File: config.mk
export PLATFORM = sky130hd
export DESIGN_NAME = microwave_ctrl
export DESIGN_NICKNAME = d
export VERILOG_FILES = /design/src/rtl/microwave_ctrl.sv
export SDC_FILE = /design/constraint.sdc
export NUM_CORES = 1
export LEC_CHECK = 0
export BUFFER_PORTS_ARGS = -buffer_cell sky130_fd_sc_hd__buf_2
export CORE_ASPECT_RATIO = 0.8
export CORE_MARGIN = 5
export CORE_UTILIZATION = 54
export CTS_CLUSTER_DIAMETER = 150
export DETAILED_ROUTE_END_ITERATION = 6
export PLACE_DENSITY = 0.79
export SLEW_MARGIN = 20
export SYNTH_ARGS = -nofsm -noshare
export SYNTH_HDL_FRONTEND = slang
export SYNTH_SLANG_ARGS = --single-unit
export TNS_END_PERCENT = 5
File: constraint.sdc
create_clock -name clk -period 2.2 [get_ports clk]
set_input_delay 0.22 -clock clk [delete_from_list [all_inputs] [get_ports clk]]
set_output_delay 0.22 -clock clk [all_outputs]
set_load 0.005 [all_outputs]
File: src/rtl/microwave_ctrl.sv
// Cooking sequencer: keypad digit entry, timer-chain load/clear, tick generation,
// magnetron control, pause/cancel and completion hold. Every output is a flop.
module microwave_ctrl #(
  parameter int TICK_DIV    = 100,
  parameter int DONE_CYCLES = 300
) (
  input  logic       clk,
  input  logic       clr,
  input  logic       key_valid,
  input  logic [3:0] key_digit,
  input  logic       start,
  input  logic       stop,
  input  logic       door_closed,
  input  logic       tmr_zero,
  output logic       tmr_load_n,
  output logic       tmr_clr_n,
  output logic       tmr_en,
  output logic [3:0] sec_u,
  output logic [3:0] sec_t,
  output logic [3:0] min_u,
  output logic       mag_on,
  output logic       done,
  output logic [2:0] state
);

  localparam int PW = (TICK_DIV > 2) ? $clog2(TICK_DIV) : 1;
  localparam int DW = (DONE_CYCLES > 1) ? $clog2(DONE_CYCLES + 1) : 1;
  localparam logic [PW-1:0] PRE_MAX  = PW'(TICK_DIV - 1);
  localparam logic [DW-1:0] HOLD_MAX = DW'(DONE_CYCLES - 1);

  typedef enum logic [2:0] {
    S_IDLE  = 3'd0,
    S_ENTRY = 3'd1,
    S_LOAD  = 3'd2,
    S_COOK  = 3'd3,
    S_PAUSE = 3'd4,
    S_DONE  = 3'd5
  } state_t;

  state_t        r_state, w_state_nx;
  logic [3:0]    r_sec_u, r_sec_t, r_min_u;
  logic [3:0]    w_sec_u_nx, w_sec_t_nx, w_min_u_nx;
  logic [PW-1:0] r_pre, w_pre_nx;
  logic [DW-1:0] r_hold, w_hold_nx;
  logic          r_load_n, r_clr_n, r_en, r_mag, r_done;
  logic          w_en_nx, w_clr_n_nx;
  logic          w_key_ok, w_digits_nz, w_entry_ok;

  assign w_key_ok    = key_valid && (key_digit <= 4'd9);
  assign w_digits_nz = |{r_min_u, r_sec_t, r_sec_u};
  assign w_entry_ok  = door_closed && (r_sec_t <= 4'd5) && w_digits_nz;

  // NOTE: every signal written here gets a default first, so no path can leave
  // one unassigned and infer a latch.
  always_comb begin
    w_state_nx = r_state;
    w_sec_u_nx = r_sec_u;
    w_sec_t_nx = r_sec_t;
    w_min_u_nx = r_min_u;
    w_pre_nx   = r_pre;
    w_hold_nx  = r_hold;
    w_en_nx    = 1'b0;
    w_clr_n_nx = 1'b1;

    unique case (r_state)
      S_IDLE, S_ENTRY: begin
        if (stop) begin
          w_state_nx = S_IDLE;
          {w_min_u_nx, w_sec_t_nx, w_sec_u_nx} = '0;
          w_clr_n_nx = 1'b0;
        end else if (start && door_closed && (r_state == S_IDLE)) begin
          // Quick start from an empty entry always cooks 0:30.
          w_state_nx = S_LOAD;
          w_min_u_nx = 4'd0;
          w_sec_t_nx = 4'd3;
          w_sec_u_nx = 4'd0;
        end else if (start && (r_state == S_ENTRY) && w_entry_ok) begin
          w_state_nx = S_LOAD;
        end else if (w_key_ok) begin
          w_state_nx = S_ENTRY;
          w_min_u_nx = r_sec_t;
          w_sec_t_nx = r_sec_u;
          w_sec_u_nx = key_digit;
        end
      end

      S_LOAD: begin
        w_state_nx = S_COOK;
        w_pre_nx   = PRE_MAX;
      end

      S_COOK: begin
        if (stop || !door_closed) begin
          w_state_nx = S_PAUSE;
        end else if (tmr_zero) begin
          w_state_nx = S_DONE;
          w_hold_nx  = HOLD_MAX;
        end else if (r_pre == '0) begin
          w_pre_nx = PRE_MAX;
          w_en_nx  = 1'b1;
        end else begin
          w_pre_nx = r_pre - PW'(1);
        end
      end

      S_PAUSE: begin
        if (stop) begin
          w_state_nx = S_IDLE;
          {w_min_u_nx, w_sec_t_nx, w_sec_u_nx} = '0;
          w_clr_n_nx = 1'b0;
        end else if (start && door_closed) begin
          w_state_nx = S_COOK;
        end
      end

      S_DONE: begin
        if (stop || !door_closed || (r_hold == '0)) begin
          w_state_nx = S_IDLE;
          {w_min_u_nx, w_sec_t_nx, w_sec_u_nx} = '0;
          w_clr_n_nx = 1'b0;
        end else begin
          w_hold_nx = r_hold - DW'(1);
        end
      end

      default: begin
        w_state_nx = S_IDLE;
        {w_min_u_nx, w_sec_t_nx, w_sec_u_nx} = '0;
        w_clr_n_nx = 1'b0;
      end
    endcase
  end

  // NOTE: state and outputs update with non-blocking assignments so every flop
  // samples the pre-edge values of the others.
  always_ff @(posedge clk) begin
    if (clr) begin
      r_state  <= S_IDLE;
      r_sec_u  <= '0;
      r_sec_t  <= '0;
      r_min_u  <= '0;
      r_pre    <= PRE_MAX;
      r_hold   <= '0;
      r_load_n <= 1'b1;
      r_clr_n  <= 1'b0;
      r_en     <= 1'b0;
      r_mag    <= 1'b0;
      r_done   <= 1'b0;
    end else begin
      r_state  <= w_state_nx;
      r_sec_u  <= w_sec_u_nx;
      r_sec_t  <= w_sec_t_nx;
      r_min_u  <= w_min_u_nx;
      r_pre    <= w_pre_nx;
      r_hold   <= w_hold_nx;
      r_load_n <= (w_state_nx != S_LOAD);
      r_clr_n  <= w_clr_n_nx;
      r_en     <= w_en_nx;
      r_mag    <= (w_state_nx == S_COOK) && door_closed;
      r_done   <= (w_state_nx == S_DONE);
    end
  end

  assign tmr_load_n = r_load_n;
  assign tmr_clr_n  = r_clr_n;
  assign tmr_en     = r_en;
  assign sec_u      = r_sec_u;
  assign sec_t      = r_sec_t;
  assign min_u      = r_min_u;
  assign mag_on     = r_mag;
  assign done       = r_done;
  assign state      = r_state;

endmodule
# ---- Word level (Yosys, flattened, before mapping)
# Cells that the tools add are included.
dict set report word_totals {
  wordCells 96
  out_inout_bits 20
  reg_bits 36
}
dict set report op_classes {
  order_cmp 2
  n_reduce_logical 24
  eq_ne 16
  bitwise_logic 2
  mux 39
  n_addsub 2
}
# cell count
set op_table {}
lappend op_table {{2-to-1 mux 4 bit} 14}
lappend op_table {{case mux 4 bit (4 select lines)} 3}
lappend op_table {{2-to-1 mux 3 bit} 9}
lappend op_table {{2-to-1 mux 9 bit} 3}
lappend op_table {{2-to-1 mux 7 bit} 3}
lappend op_table {{case mux 9 bit (2 select lines)} 1}
lappend op_table {{case mux 3 bit (5 select lines)} 1}
lappend op_table {{case mux 7 bit (2 select lines)} 1}
lappend op_table {{inequality test 2 bit, second input constant} 6}
lappend op_table {{OR reduction 12 bit} 1}
lappend op_table {{== test 3 x 2 -> 1 bit, second input constant} 3}
lappend op_table {{== test 3 bit, second input constant} 3}
lappend op_table {{zero test 9 bit} 1}
lappend op_table {{subtractor 9 x 1 -> 9 bit, second input constant} 1}
lappend op_table {{logical AND 1 bit} 8}
lappend op_table {{inequality test 4 bit, second input constant} 2}
lappend op_table {{zero test 7 bit} 1}
lappend op_table {{subtractor 7 x 1 -> 7 bit, second input constant} 1}
lappend op_table {{AND reduction 5 bit} 1}
lappend op_table {{less-or-equal comparator 4 x 3 -> 1 bit, second input constant} 1}
lappend op_table {{less-or-equal comparator 4 bit, second input constant} 1}
lappend op_table {{AND reduction 4 bit} 1}
lappend op_table {{nonzero test 2 bit} 2}
lappend op_table {{OR reduction 2 bit} 2}
lappend op_table {{11 further kinds} 15}

# ---- Longest topological paths before layout
dict set report logic_depth {
  depth_word 10
  mapped_depth 8
  ltp_nobuf 7
}

# ---- Worst setup path after synthesis
# No wires, ideal clock.
dict set report synth_timing {
  path_type {register to register}
  from {register r_hold[0]}
  to {register r_hold[6]}
  path_stages_with_launch 9
  required_ps 2069
  synth_period_minus_slack_ps 1787
  path_buffers 1
  path_slack_ps 413
  arrival_time_ps 1656
  cell_sequence {dfxtp_1 inv_1 ha_1 nor2b_1 a311oi_2 buf_4 o2111ai_1 xor2_1 nor3_2}
}
dict set report synth_via {
  elab_chain_cells 4
  word_cells_on_any_way 7
  cone_classes {add/sub: 1; eq/ne: 1; mux: 2; reduce/logical: 3}
}
# item line
set synth_rtl {}
lappend synth_rtl {{start, declared} 44} ;# logic [DW-1:0] r_hold, w_hold_nx;
lappend synth_rtl {{start signal, assigned} 155} ;# r_hold <= w_hold_nx;
lappend synth_rtl {{branches (longest 4 deep; another with subtractor 9 x 1 -> 9 bit)} n/a}
# Several ways; the timed one is not identified. The select of a mux whose other input is x is not followed.
# A chain may end at the register's enable or synchronous reset.

# ---- Worst setup path in the final report
dict set report layout_timing {
  from {register r_state[0], in the netlist state[0]}
  to {register r_min_u[0], in the netlist min_u[0]}
}
dict set report layout_via {
  elab_chain_cells 5
  word_cells_on_any_way 20
  cone_classes {eq/ne: 9; mux: 3; bitwise: 1; reduce/logical: 7}
}
# item line
set layout_rtl {}
lappend layout_rtl {{start, declared} 40} ;# state_t r_state, w_state_nx;
lappend layout_rtl {{start signal, assigned} 150} ;# r_state <= w_state_nx;
lappend layout_rtl {{== test 3 x 1 -> 1 bit or zero test 3 bit (tied branches)} {65, 77, 71}}
lappend layout_rtl {{logical AND 1 bit (on tied branches)} {77, 71}}
lappend layout_rtl {{logical AND 1 bit or 2-to-1 mux 4 bit (tied branches)} {77, 71}}
lappend layout_rtl {{inequality test 4 bit (no line) or 2-to-1 mux 4 bit (tied branches)} n/a}
lappend layout_rtl {{AND reduction 5 bit (no line) or case mux 4 bit (4 select lines) (tied branches)} n/a}
lappend layout_rtl {{end signal, assigned} 153} ;# r_min_u <= w_min_u_nx;
lappend layout_rtl {{end, declared} 41} ;# logic [3:0] r_sec_u, r_sec_t, r_min_u;
# Several ways; a longest one is shown, not always the timed one.

==> results.env <==
STATUS='finished, final reports clean'
CORE_AREA_SQ_UM=3090
TIMING.CRITICAL_PATH.ARRIVAL_NS=2.29
SYNTHDISTINCTLIBCELLS=44
POST_DRT_VIA_CELL_RATIO=6.05
SYN-INSTANCE-COUNT=186
MAXCLOCKFREQUENCY_MHz=486
FINAL.SETUP.TNS_NS=0
AVG_SYNTHESIZED_CELL_AREA_SQ_UM=9.25
CTS-ROOT-TO-SINK-BUFFERS=2
DRV.MAX_CAP_VIOLATION_COUNT=0
ANTENNA_FOUND_INITIAL=0
SLEW_HEADROOM_PCT=70.1
WORST_EP_REQUIRED_TIME_NS=2.44
CLOCK-ROOT-BUFFER='clkbuf_8'
CTS_TREE='done'
POST_ROUTE_CELLS_DRIVE_ABOVE_1_SHARE_PCT=24.1
LAYOUT.CELLS.MOST_COMMON='dfxtp_1'
SYNTHESIS.NETS=200
PERIOD_NEEDED_NS=2.06
FINAL_ANTENNA_NET_COUNT=0
FINALHOLDVIOLCOUNT=0
WORST-SLEW-PIN-TRANSITION_NS=0.449
TIMING.FINAL.MAX_SLEW_VIOLATIONS=0
SYNTH_TOP_AREA_CELLS='dfxtp_1 (42%), a22o_1 (5.1%), xor2_1 (5.1%), nand2_1 (3.7%), nor2_1 (3.1%)'
HOLD_PATH_CLASS='in2reg'
ANTENNA_CELLS_INSERTED=0
GRT_PASS1_WL_UM=6980
SYNTH_TOP_FLOP_CELL='dfxtp_1'
FLOORPLAN.IO_PINS=31
WARNINGS_SYNTHESIS=0
POST-ROUTE-PERIOD-UTIL_PCT=93.4
SYNTH.LARGEST_AREA_CELL='dfxtp_1'
START_UTIL_PCT=55.8
MOSTFREQUENTLAYOUTCELLS='dfxtp_1 (36), buf_2 (30), nand2_1 (17)'
GRT_MAX_DEGREE=16
SYNTH.FF_LATCH_COUNT=36
GROUTE.USAGE.OVERALL_PCT=20.9
OVERFLOW=0
POWER.STATIC_LEAKAGE_nW=0.828
SETUP_VIOLATIONS=0
DRT_ITER0_MARKERS=130
WORST_SETUP_HOLD_PATH_CLK_SLEW_NS=0.07
CHIP_WIDTH_UM=73.1
DESIGN.DIE.AREA_SQ_UM=4420
TOP_CELL_TYPE_S_SHARE_OF_SYNTHESIZED_AREA_PCT=41.9
POST-ROUTE-DRC-COUNT=0
DIE_HEIGHT_UM=60.5
CTS.HTREE.LEVELS=2
PORT_BUFFERS=30
DETAILEDPLACEMENTHPWL_UM=3170
GP_ROUTABILITY_CONGESTION=0.911
TIMING.HOLD.WS_NS=0.146
LARGEST_FANOUT_ON_THE_CRITICAL_PATH=13
DR_TOTAL_VIAS=1572
CLOCK_SINK_COUNT=36
SYNTH-SEQ-AREA-SHARE_PCT=41.9
CRITICAL_PATH_CLASS='reg2reg'
NUMBER_OF_GLOBAL_ROUTE_VIAS_BEFORE_REPAIR=1475
SYNTHTOLAYOUTAREAGROWTH_PCT=15.9
YS_ASYNC_SR_FRACTION_PCT=0
ROWS=18
SETUP.WORST_PATH.START_CLASS='flip-flop'
RSZ0062_AT_GRT='no'
DETAIL_ROUTE.FIRST_PASS.ITERATIONS=4
SYNTH_EDF_COUNT=0
DESIGN.FINAL.NETS=233
ROUTED_WIRELENGTH_UM=4270
INSERTION_DELAY_NS=0.29
CRIT_PATH_END_KIND='flip-flop'
SYN_AREA_SQ_UM=1720
PEAK_SUPPLY_DROP_uV=516
SKEW_NS=0.00669
POWER.DENSITY_nW_PER_UM2=631
TRITONCTS.NUM_BUFFERS=5
ROUTE.DETAILED.WL_PER_INST_UM=16.4
cells by family after synthesis:
logic type | after synthesis | synth area share, %
and+or+nand+nor | 78 | 25.9
AOI/OAI and AO/OA | 42 | 19.1
DFF | 36 | 41.9
buffers and inverters | 13 | 3.71
xor gates and xnor gates | 12 | 6.11
adders and majority gates | 3 | 2.18
muxes | 2 | 1.16
Yosys cell counts (3+ instances only):
cell type,n
nand2b_1,3
o21ai_0,6
a211oi_1,3
nor2b_1,6
dfxtp_1,36
nor3_2,5
nor2_1,14
nor3_1,7
nand2_1,17
inv_1,6
o2111ai_1,3
xor2_1,10
a21oi_1,7
and3_1,4
nand3_1,3
ha_1,3
a22o_1,10
buf_2,3
nor4_1,5
o211ai_1,4
registers in the layout, indices dropped and copies added (netlist names):
register    cells
done            1
mag_on          1
min_u           4
r_hold          9
r_pre           7
sec_t           4
sec_u           4
state           3
tmr_clr_n       1
tmr_en          1
tmr_load_n      1
power breakdown:
group          switching [mW]  internal [mW]
clock                   0.230          0.249
combinational          0.0636         0.0427
sequential             0.0128          0.661
total                   0.307          0.953
critical path: stages, from the launching register on:
cell and delay (ns):
dfxtp_1 0.58, and3b_1 0.25, and2b_1 0.23, or3b_4 0.40, a31oi_4 0.35, a22o_1 0.19
through the flow:
| step | utilization (%) | worst slack [ns] | total power [mW] | instances | area (sq um) |
|---|---|---|---|---|---|
| final | 64.6 | 0.144 | 1.26 | 260 | 1990 |
| after CTS | 64.4 | 0.0983 | 1.27 | 259 | 1990 |
| after floorplan | - | 0.413 | 0.753 | 186 | 1720 |
| after detailed placement | 61.4 | 0.128 | 0.792 | 251 | 1890 |
| after global placement | 61.4 | 0.229 | 0.787 | 251 | 1890 |
| after global routing | 64.6 | 0.00811 | 1.31 | 260 | 1990 |
layer usage:
layer | global-route usage [%] | up-vias | part of all wire [%]
met5 | 0 | - | 0
met4 | 9.21 | 0 | 2.1
met3 | 7.78 | 11 | 8.4
met2 | 32.4 | 69 | 46
met1 | 26.1 | 749 | 44
li1 | - | 743 | -
timing repair:
item,in CTS,in global routing
gates resized for setup,0,0
setup buffers,0,1
hold buffers,0,0
endpoints found under the setup margin,0,3
final cells by class:
cell class	instances	area [sq um]
clock buffer	6	82.6
clock inverter	2	10.0
fill	259	1090
inverter	6	22.5
multi-input combinational	137	936
sequential	36	721
tap	40	50.0
timing repair buffer	33	173
path summary, 6_finish.rpt:
check	slack, ns	end	startpoint	depth (start not counted)
setup / recovery	0.14	min_u[0]	state[0]	5
hold / removal	0.15	sec_u[0]	key_digit[0]	2
setup reg to reg	0.14	min_u[0]	state[0]	5
hold reg to reg	0.47	r_pre[6]	r_pre[6]	2
No activity file was read; power rests on OpenSTA's default activity.
